`config.mk`:
```
export PLATFORM = sky130hd
export DESIGN_NAME = reg_op_seq
export DESIGN_NICKNAME = d
export VERILOG_FILES = /design/src/rtl/reg_op_pkg.sv /design/src/rtl/reg_op_alu.sv /design/src/rtl/reg_op_seq.sv
export SDC_FILE = /design/constraint.sdc
export NUM_CORES = 1
export LEC_CHECK = 0
export BUFFER_PORTS_ARGS = -buffer_cell sky130_fd_sc_hd__buf_2
export CORE_MARGIN = 2
export CORE_UTILIZATION = 60
export DETAILED_ROUTE_END_ITERATION = 8
export PLACE_DENSITY = 0.83
export SLEW_MARGIN = 40
export SYNTH_ARGS = -nofsm -noshare
export SYNTH_HDL_FRONTEND = slang
export SYNTH_SLANG_ARGS = --single-unit
```
`constraint.sdc`:
```
create_clock -name clk -period 6.01 [get_ports clk]
set_clock_uncertainty 0.15 [all_clocks]
set_input_delay 0.601 -clock clk [delete_from_list [all_inputs] [get_ports clk]]
set_output_delay 0.601 -clock clk [all_outputs]
set_load 0.005 [all_outputs]
```
`src/rtl/reg_op_pkg.sv`:
```
// Shared definitions for the register-operation sequencer: op encodings,
// sequencer state type and register-file address width.
package reg_op_pkg;

  localparam int REG_ADDR_W = 3;

  typedef enum logic [2:0] {
    OP_ADD  = 3'b000,
    OP_SUB  = 3'b001,
    OP_AND  = 3'b010,
    OP_OR   = 3'b011,
    OP_XOR  = 3'b100,
    OP_NOT  = 3'b101,
    OP_SHL1 = 3'b110,
    OP_LDI  = 3'b111
  } op_e;

  typedef enum logic [1:0] {
    ST_IDLE  = 2'b00,
    ST_READ  = 2'b01,
    ST_EXEC  = 2'b10,
    ST_WRITE = 2'b11
  } state_e;

endpackage

```
`src/rtl/reg_op_alu.sv`:
```
// Combinational datapath of the sequencer: computes the result and carry
// for one op from the captured operands and immediate.
module reg_op_alu
  import reg_op_pkg::*;
#(
  parameter int WIDTH = 16
) (
  input  logic [WIDTH-1:0] a,
  input  logic [WIDTH-1:0] b,
  input  op_e              op,
  input  logic [WIDTH-1:0] imm,
  output logic [WIDTH-1:0] result,
  output logic             carry
);

  logic [WIDTH:0] sum_s;

  assign sum_s = {1'b0, a} + {1'b0, b};

  // Op decode; carry is only meaningful for ADD, SUB (borrow) and SHL1.
  always_comb begin
    result = {WIDTH{1'b0}};
    carry  = 1'b0;
    case (op)
      OP_ADD: begin
        result = sum_s[WIDTH-1:0];
        carry  = sum_s[WIDTH];
      end
      OP_SUB: begin
        result = a - b;
        carry  = (a < b) ? 1'b1 : 1'b0;
      end
      OP_AND:  result = a & b;
      OP_OR:   result = a | b;
      OP_XOR:  result = a ^ b;
      OP_NOT:  result = ~a;
      OP_SHL1: begin
        result = {a[WIDTH-2:0], 1'b0};
        carry  = a[WIDTH-1];
      end
      OP_LDI:  result = imm;
      default: begin
        result = {WIDTH{1'b0}};
        carry  = 1'b0;
      end
    endcase
  end

endmodule

```
`src/rtl/reg_op_seq.sv`:
```
// Four-phase instruction sequencer (IDLE/READ/EXEC/WRITE) driving an 8-entry
// register file; one instruction per four cycles, all outputs registered.
module reg_op_seq
  import reg_op_pkg::*;
#(
  parameter int WIDTH = 16
) (
  input  logic                  clk,
  input  logic                  reset,
  input  logic                  instr_valid,
  output logic                  instr_ready,
  input  logic [2:0]            instr_op,
  input  logic [REG_ADDR_W-1:0] instr_dst,
  input  logic [REG_ADDR_W-1:0] instr_src_a,
  input  logic [REG_ADDR_W-1:0] instr_src_b,
  input  logic [WIDTH-1:0]      instr_imm,
  output logic [REG_ADDR_W-1:0] rf_rd_addr_a,
  output logic [REG_ADDR_W-1:0] rf_rd_addr_b,
  input  logic [WIDTH-1:0]      rf_d_out_a,
  input  logic [WIDTH-1:0]      rf_d_out_b,
  output logic                  rf_wr,
  output logic [REG_ADDR_W-1:0] rf_wr_addr,
  output logic [WIDTH-1:0]      rf_d_in,
  output logic                  flag_c,
  output logic                  flag_z,
  output logic                  done
);

  state_e                state_r;
  op_e                   op_r;
  logic [REG_ADDR_W-1:0] dst_r;
  logic [WIDTH-1:0]      imm_r;
  logic [WIDTH-1:0]      opnd_a_r;
  logic [WIDTH-1:0]      opnd_b_r;
  logic                  instr_ready_r;
  logic [REG_ADDR_W-1:0] rd_addr_a_r;
  logic [REG_ADDR_W-1:0] rd_addr_b_r;
  logic                  rf_wr_r;
  logic [REG_ADDR_W-1:0] wr_addr_r;
  logic [WIDTH-1:0]      d_in_r;
  logic                  flag_c_r;
  logic                  flag_z_r;
  logic                  done_r;
  logic [WIDTH-1:0]      alu_result_s;
  logic                  alu_carry_s;

  reg_op_alu #(.WIDTH(WIDTH)) u_alu (
    .a      (opnd_a_r),
    .b      (opnd_b_r),
    .op     (op_r),
    .imm    (imm_r),
    .result (alu_result_s),
    .carry  (alu_carry_s)
  );

  // Sequencer FSM with registered outputs; reset aborts any in-flight op.
  always_ff @(posedge clk or posedge reset) begin
    if (reset) begin
      state_r       <= ST_IDLE;
      op_r          <= OP_ADD;
      dst_r         <= {REG_ADDR_W{1'b0}};
      imm_r         <= {WIDTH{1'b0}};
      opnd_a_r      <= {WIDTH{1'b0}};
      opnd_b_r      <= {WIDTH{1'b0}};
      instr_ready_r <= 1'b1;
      rd_addr_a_r   <= {REG_ADDR_W{1'b0}};
      rd_addr_b_r   <= {REG_ADDR_W{1'b0}};
      rf_wr_r       <= 1'b0;
      wr_addr_r     <= {REG_ADDR_W{1'b0}};
      d_in_r        <= {WIDTH{1'b0}};
      flag_c_r      <= 1'b0;
      flag_z_r      <= 1'b0;
      done_r        <= 1'b0;
    end else begin
      case (state_r)
        ST_IDLE: begin
          rf_wr_r <= 1'b0;
          done_r  <= 1'b0;
          if (instr_valid) begin
            op_r          <= op_e'(instr_op);
            dst_r         <= instr_dst;
            imm_r         <= instr_imm;
            rd_addr_a_r   <= instr_src_a;
            rd_addr_b_r   <= instr_src_b;
            instr_ready_r <= 1'b0;
            state_r       <= ST_READ;
          end
        end
        ST_READ: begin
          opnd_a_r <= rf_d_out_a;
          opnd_b_r <= rf_d_out_b;
          state_r  <= ST_EXEC;
        end
        ST_EXEC: begin
          d_in_r    <= alu_result_s;
          wr_addr_r <= dst_r;
          flag_c_r  <= alu_carry_s;
          flag_z_r  <= (alu_result_s == {WIDTH{1'b0}}) ? 1'b1 : 1'b0;
          rf_wr_r   <= 1'b1;
          done_r    <= 1'b1;
          state_r   <= ST_WRITE;
        end
        ST_WRITE: begin
          rf_wr_r       <= 1'b0;
          done_r        <= 1'b0;
          instr_ready_r <= 1'b1;
          state_r       <= ST_IDLE;
        end
        default: begin
          rf_wr_r       <= 1'b0;
          done_r        <= 1'b0;
          instr_ready_r <= 1'b1;
          state_r       <= ST_IDLE;
        end
      endcase
    end
  end

  assign instr_ready  = instr_ready_r;
  assign rf_rd_addr_a = rd_addr_a_r;
  assign rf_rd_addr_b = rd_addr_b_r;
  assign rf_wr        = rf_wr_r;
  assign rf_wr_addr   = wr_addr_r;
  assign rf_d_in      = d_in_r;
  assign flag_c       = flag_c_r;
  assign flag_z       = flag_z_r;
  assign done         = done_r;

endmodule

```
---- Word level (Yosys, flattened, before mapping) ----
Cells that the tools add are included.
cells by class
  reductions and logical operators ........ 8
  eq/ne operators ......................... 11
  order comparisons ....................... 1
  bitwise logic cells ..................... 4
  multiplexer cells ....................... 9
  add/subtract/negate cells ............... 2
operator list
  kind                  count
  $pmux W16 S8          1
  $add A16 B16 Y17      1
  $and A16 B16 Y16      1
  $logic_not A16 Y1     1
  $lt A16 B16 Y1        1
  $not A16 Y16          1
  $or A16 B16 Y16       1
  $sub A16 B16 Y16      1
  $xor A16 B16 Y16      1
  $eq A3 B3 Y1 const B  4
  $pmux W2 S4           1
  $eq A3 B2 Y1 const B  2
  $eq A2 B2 Y1 const B  2
  $pmux W1 S2           2
  $reduce_and A2 Y1     2
  $reduce_bool A2 Y1    2
  $eq A3 B1 Y1 const B  1
  $logic_not A3 Y1      1
  $mux W1               3
  $pmux W1 S3           1
  $eq A2 B1 Y1 const B  1
  $logic_not A2 Y1      1
  $mux W2               1
  $ne A2 B2 Y1 const B  1
  $reduce_or A2 Y1      1
storage, ports and cells
  bits of input ports ..................... 63
  output and inout bits ................... 30
  register bits ........................... 85
  word-level logic and storage cells ...... 49

---- Logic depth before layout (Yosys ltp) ----
  depth after elaboration ................. 4
  gate-level depth with buffers ........... 13
  gate-level depth less buffers ........... 13

---- Hierarchy ----
From an unflattened synthesis, not the netlist that was laid out.
second synthesis, totals
  cells, all modules ...................... 651
  area total of the unflattened synthesis .. 6,318.6 um^2
by module, submodules not included
  module      area an instance (um^2)  cells each  sequential area each (um^2)  times used
  reg_op_seq  3,357.0                  198         2,128.3                      1
  reg_op_alu  2,961.6                  453         0.0                          1

---- Least setup slack after synthesis ----
Ideal clock, no wire load.
  path type ............................... register to register
  start point ............................. register opnd_a_r[0]
  end point ............................... register flag_z_r (netlist: flag_z)
  buffers on the path ..................... 0
  cell stages (with the launch flop) ...... 14
  library setup time ...................... 0.076 ns
  data required time ...................... 5.784 ns
  arrival ................................. 2.792 ns
  slack ................................... 2.991 ns
  clock period less this slack ............ 3.019 ns
  path through ............................ dfrtp_1 > inv_1 > ha_1 > inv_1 > fa_1 > nor2b_1 > o21ai_0 > nor2b_1 > o221ai_1 > a221o_1 > or4_1 > nor4b_2 > nand4_1 > o21ai_1
on the way
  word-level cells in the longest chain between the ends .. 4
  elaborated cells between the ends (all ways) .. 9
  those cells by class .................... add/sub (2); mux (2); bitwise (4); reduce/logical (1)
ends and longest elaborated chain
  what                                            line              text
  start, declared                                 reg_op_seq.sv:33  logic [WIDTH-1:0] opnd_a_r;
  start signal, assigned                          reg_op_seq.sv:63  opnd_a_r <= {WIDTH{1'b0}};
  start signal, assigned                          reg_op_seq.sv:90  opnd_a_r <= rf_d_out_a;
  $sub A16 B16 Y16, or another cell as far along  reg_op_alu.sv:30  result = a - b;
  $pmux W16 S8 (*)                                reg_op_alu.sv:24  case (op)
  $logic_not A16 Y1 (*)                           reg_op_seq.sv:98  flag_z_r <= (alu_result_s == {WIDTH{1'b0}}) ? 1'b1 : 1'b0;
  $mux W1 (*)                                     reg_op_seq.sv:98
  end signal, assigned                            reg_op_seq.sv:98
  end, declared                                   reg_op_seq.sv:42  logic flag_z_r;
Mark *: on every way between the ends. The rest lies on a longest branch, timed or not.
A chain may end at the register's enable or synchronous reset.

---- Worst setup path in the final report ----
  start point ............................. register op_r[0]
  end point ............................... register flag_z_r (netlist: flag_z)
on the way
  word-level cells in the longest chain between the ends .. 4
  elaborated cells between the ends (all ways) .. 11
  those cells by class .................... eq/ne (7); mux (2); reduce/logical (2)
ends and longest elaborated chain
  what                                        line              text
  start, declared                             reg_op_seq.sv:30  op_e op_r;
  start signal, assigned                      reg_op_seq.sv:80  op_r <= op_e'(instr_op);
  $eq A3 B3 Y1, or another cell as far along  reg_op_alu.sv:24
  $pmux W16 S8 (*)                            reg_op_alu.sv:24
  $logic_not A16 Y1 (*)                       reg_op_seq.sv:98
  $mux W1 (*)                                 reg_op_seq.sv:98
Marked as above.

==> impl_metrics.tcl <==
set metrics [dict create \
    cts_tree "done" \
    period_minus_slack_ns 3.66 \
    clockBufferDepth 2 \
    gp_congestion 0.988 \
    use_met1 0.416 \
    cts.clk_slew.worst_paths_ns 0.09 \
    rsz0062_at_grt "false" \
    status "finished clean" \
    setup_viol 0 \
    yosysSeqAreaShare 0.345 \
    core-area_sq_mm 0.00986 \
    cts-buffers-inserted 9 \
    busiest_layer "met2" \
    cp-end-kind "register" \
    cp_data_arrival_time_ns 3.83 \
    utilization 0.696 \
    cp_max_fo 29 \
    synth_ff_type "dfrtp_1" \
    slew_headroom 0.466 \
    fillers 790 \
    multi_input_area_sq_mm 0.00364 \
    cp-endpoint "flag_z$_DFFE_PP0P_" \
    synth_area_leader_cell "dfrtp_1" \
    use_met2 0.565 \
    place_inst 888 \
    regArea_sq_mm 0.00213 \
    most-common-layout-cells "92 x buf_2, 84 x dfrtp_1, 62 x nand2_1, 62 x o21ai_0" \
    r2r_start "op_r[0]$_DFFE_PP0P_" \
    initial_core_util 0.625 \
    ys_ff_latch 85 \
    synth_nets 814 \
    finalHoldViolations 0 \
    numPortBuffers 92 \
    worstMarginPinSlew_ns 0.798 \
    antenna_found_initial 0 \
    dieArea_sq_mm 0.0111 \
    startpoint_type "register" \
    vias 5589 \
    first_iter_violations 481 \
    syn_area_sq_mm 0.00616 \
    grt_pass1_wl_um 28800 \
    criticalPathCategory "register to register" \
    synth_edf_count 0 \
    fin_nets 883 \
    worstPathRequired_ns 6.17 \
    whs_ns 0.233 \
    antennaDiodeCount 0 \
    dieHeight_um 105 \
    grt_max_degree 86 \
    post_cts_resized 0 \
    grt_overflow 0 \
    hpwl_um 13200 \
    syn_avg_cell_area_sq_um 8.84 \
    hold_class "input port to asynchronous set/reset pin" \
    viasPerCell 6.19 \
    grt_use_total 0.331 \
    min_period_over_period 0.610 \
    crit_start "op_r[0]$_DFFE_PP0P_" \
    fmaxAchievable_mhz 273 \
    hold_buffers 0 \
    met3_usage 0.0489 \
    clock-sinks 85 \
    r2r_setup_slack_ns 2.35 \
    dieWidth_um 105 \
    grt_pass1_vias 5489 \
    r2r-end "flag_z$_DFFE_PP0P_" \
    maxCapViolations 0 \
    syn-instance-count 697 \
    slew_violations 0 \
    async_flop_share 1.00 \
    firstDrtPassIters 6 \
    ff2ff_path_depth 9 \
    boundaryPins 93 \
    drc 0 \
    ant_nets 0 \
    h-tree-depth 3 \
    postCtsSetupRepairBufs 0 \
    ctsRootBufferMaster "clkbuf_8" \
    instances_no_fill 903 \
    yosysWarnings 0 \
    clkLatencyLatePin_ns 0.38 \
    syn_to_final_growth_pct 11.5 \
    wirelength_um 17900 \
    yosys.area.top_type_share 0.341 \
    synth.area.top_cells "dfrtp_1 34%, ha_1 11%, mux2_2 7.5%" \
    finalSetupTns_ns 0 \
    wire_per_inst_um 19.9 \
    drive_gt1_frac 0.219 \
    final_common_cell "buf_2" \
    ys_types 65 \
    num_rows 36 \
]
## area by class of cell
class / instances / share of cell area
clock buffers: 9 / 0.0180
clock inverters: 6 / 0.0102
inverters: 59 / 0.0328
multi-input cells: 512 / 0.529
flip-flops and latches: 85 / 0.310
well taps: 133 / 0.0242
repair buffers: 99 / 0.0756
## cell usage after synthesis, types with 3 or more instances
library cell	instances
a31oi_1	3
a211oi_1	10
nand2b_1	12
ha_1	52
nand3_1	6
or2_2	3
dfrtp_1	84
nand2_1	62
a21oi_1	46
o221ai_1	5
o21bai_1	5
mux2_2	41
nor2_1	56
nor2b_1	10
nor4_1	6
a221o_1	3
buf_2	9
mux4_2	3
buf_1	3
mux2i_1	17
o31ai_1	5
o21ai_0	62
o22a_1	3
a221oi_1	9
a21o_1	7
inv_1	57
nor3_1	16
o21a_1	4
o311ai_0	3
o211ai_1	3
xnor2_1	4
a2111oi_0	4
clkbuf_1	26
or3_1	3
nand4_1	3
nor3b_1	4
o22ai_1	8
## worst max-delay path: stages (launching register included)
cell and delay, ns:
dfrtp_1 0.84, buf_4 0.45, nor3_1 0.12, buf_4 0.22, a221o_1 0.33, a221o_1 0.39, or4_1 0.54, nor4b_2 0.27
nand4_1 0.12, o21ai_1 0.12
## metal layers
layer / up-vias / routed length [um]
met1: 2717 / 7420
met4: 0 / 694
met3: 43 / 966
met2: 204 / 8840
met5: - / 0
li1: 2625 / -
## sequential cells by signal, indices dropped and copies added, names as in the netlist, 2 cells and up
signal        cells
rf_rd_addr_b      3
state_r           2
rf_d_in          16
opnd_b_r         16
rf_wr_addr        3
opnd_a_r         16
rf_rd_addr_a      3
imm_r            16
dst_r             3
op_r              3
## kinds of logic (layout without fill, tap and decap cells)
logic type / after synthesis / after routing / synth area share
mux: 61 / 61 / 0.114
compound gates: 203 / 203 / 0.213
fa+ha+maj: 54 / 54 / 0.112
buf+inv: 100 / 173 / 0.0662
xor+xnor: 5 / 5 / 0.00711
simple gates: 189 / 189 / 0.143
flops: 85 / 85 / 0.345
## stage by stage
stage / area (sq um) / setup slack (ns)
3_3_place_gp: 6660 / 2.31
2_1_floorplan: 6160 / 2.99
5_1_grt: 6870 / 2.17
4_1_cts: 6870 / 2.38
3_5_place_dp: 6670 / 2.42
6_report: 6870 / 2.35
## how the worst min path moves through the flow
stage	start	cells after the start	to	slack, ns
6_report	reset	3	rf_rd_addr_a[0]$_DFFE_PP0P_	0.23
5_1_grt	instr_dst[1]	2	dst_r[1]$_DFFE_PP0P_	0.29
4_1_cts	rf_d_out_a[2]	3	opnd_a_r[2]$_DFFE_PP0N_	0.26
3_5_place_dp	rf_d_in[2]$_DFFE_PP0P_	1	rf_d_in[2]$_DFFE_PP0P_	0.33
3_3_place_gp	rf_d_in[2]$_DFFE_PP0P_	1	rf_d_in[2]$_DFFE_PP0P_	0.32
2_1_floorplan	dst_r[0]$_DFFE_PP0P_	1	rf_wr_addr[0]$_DFFE_PP0P_	0.32
Power is not shown: default switching activity piles up to over one toggle a cycle in this logic, so the estimate is an artifact.
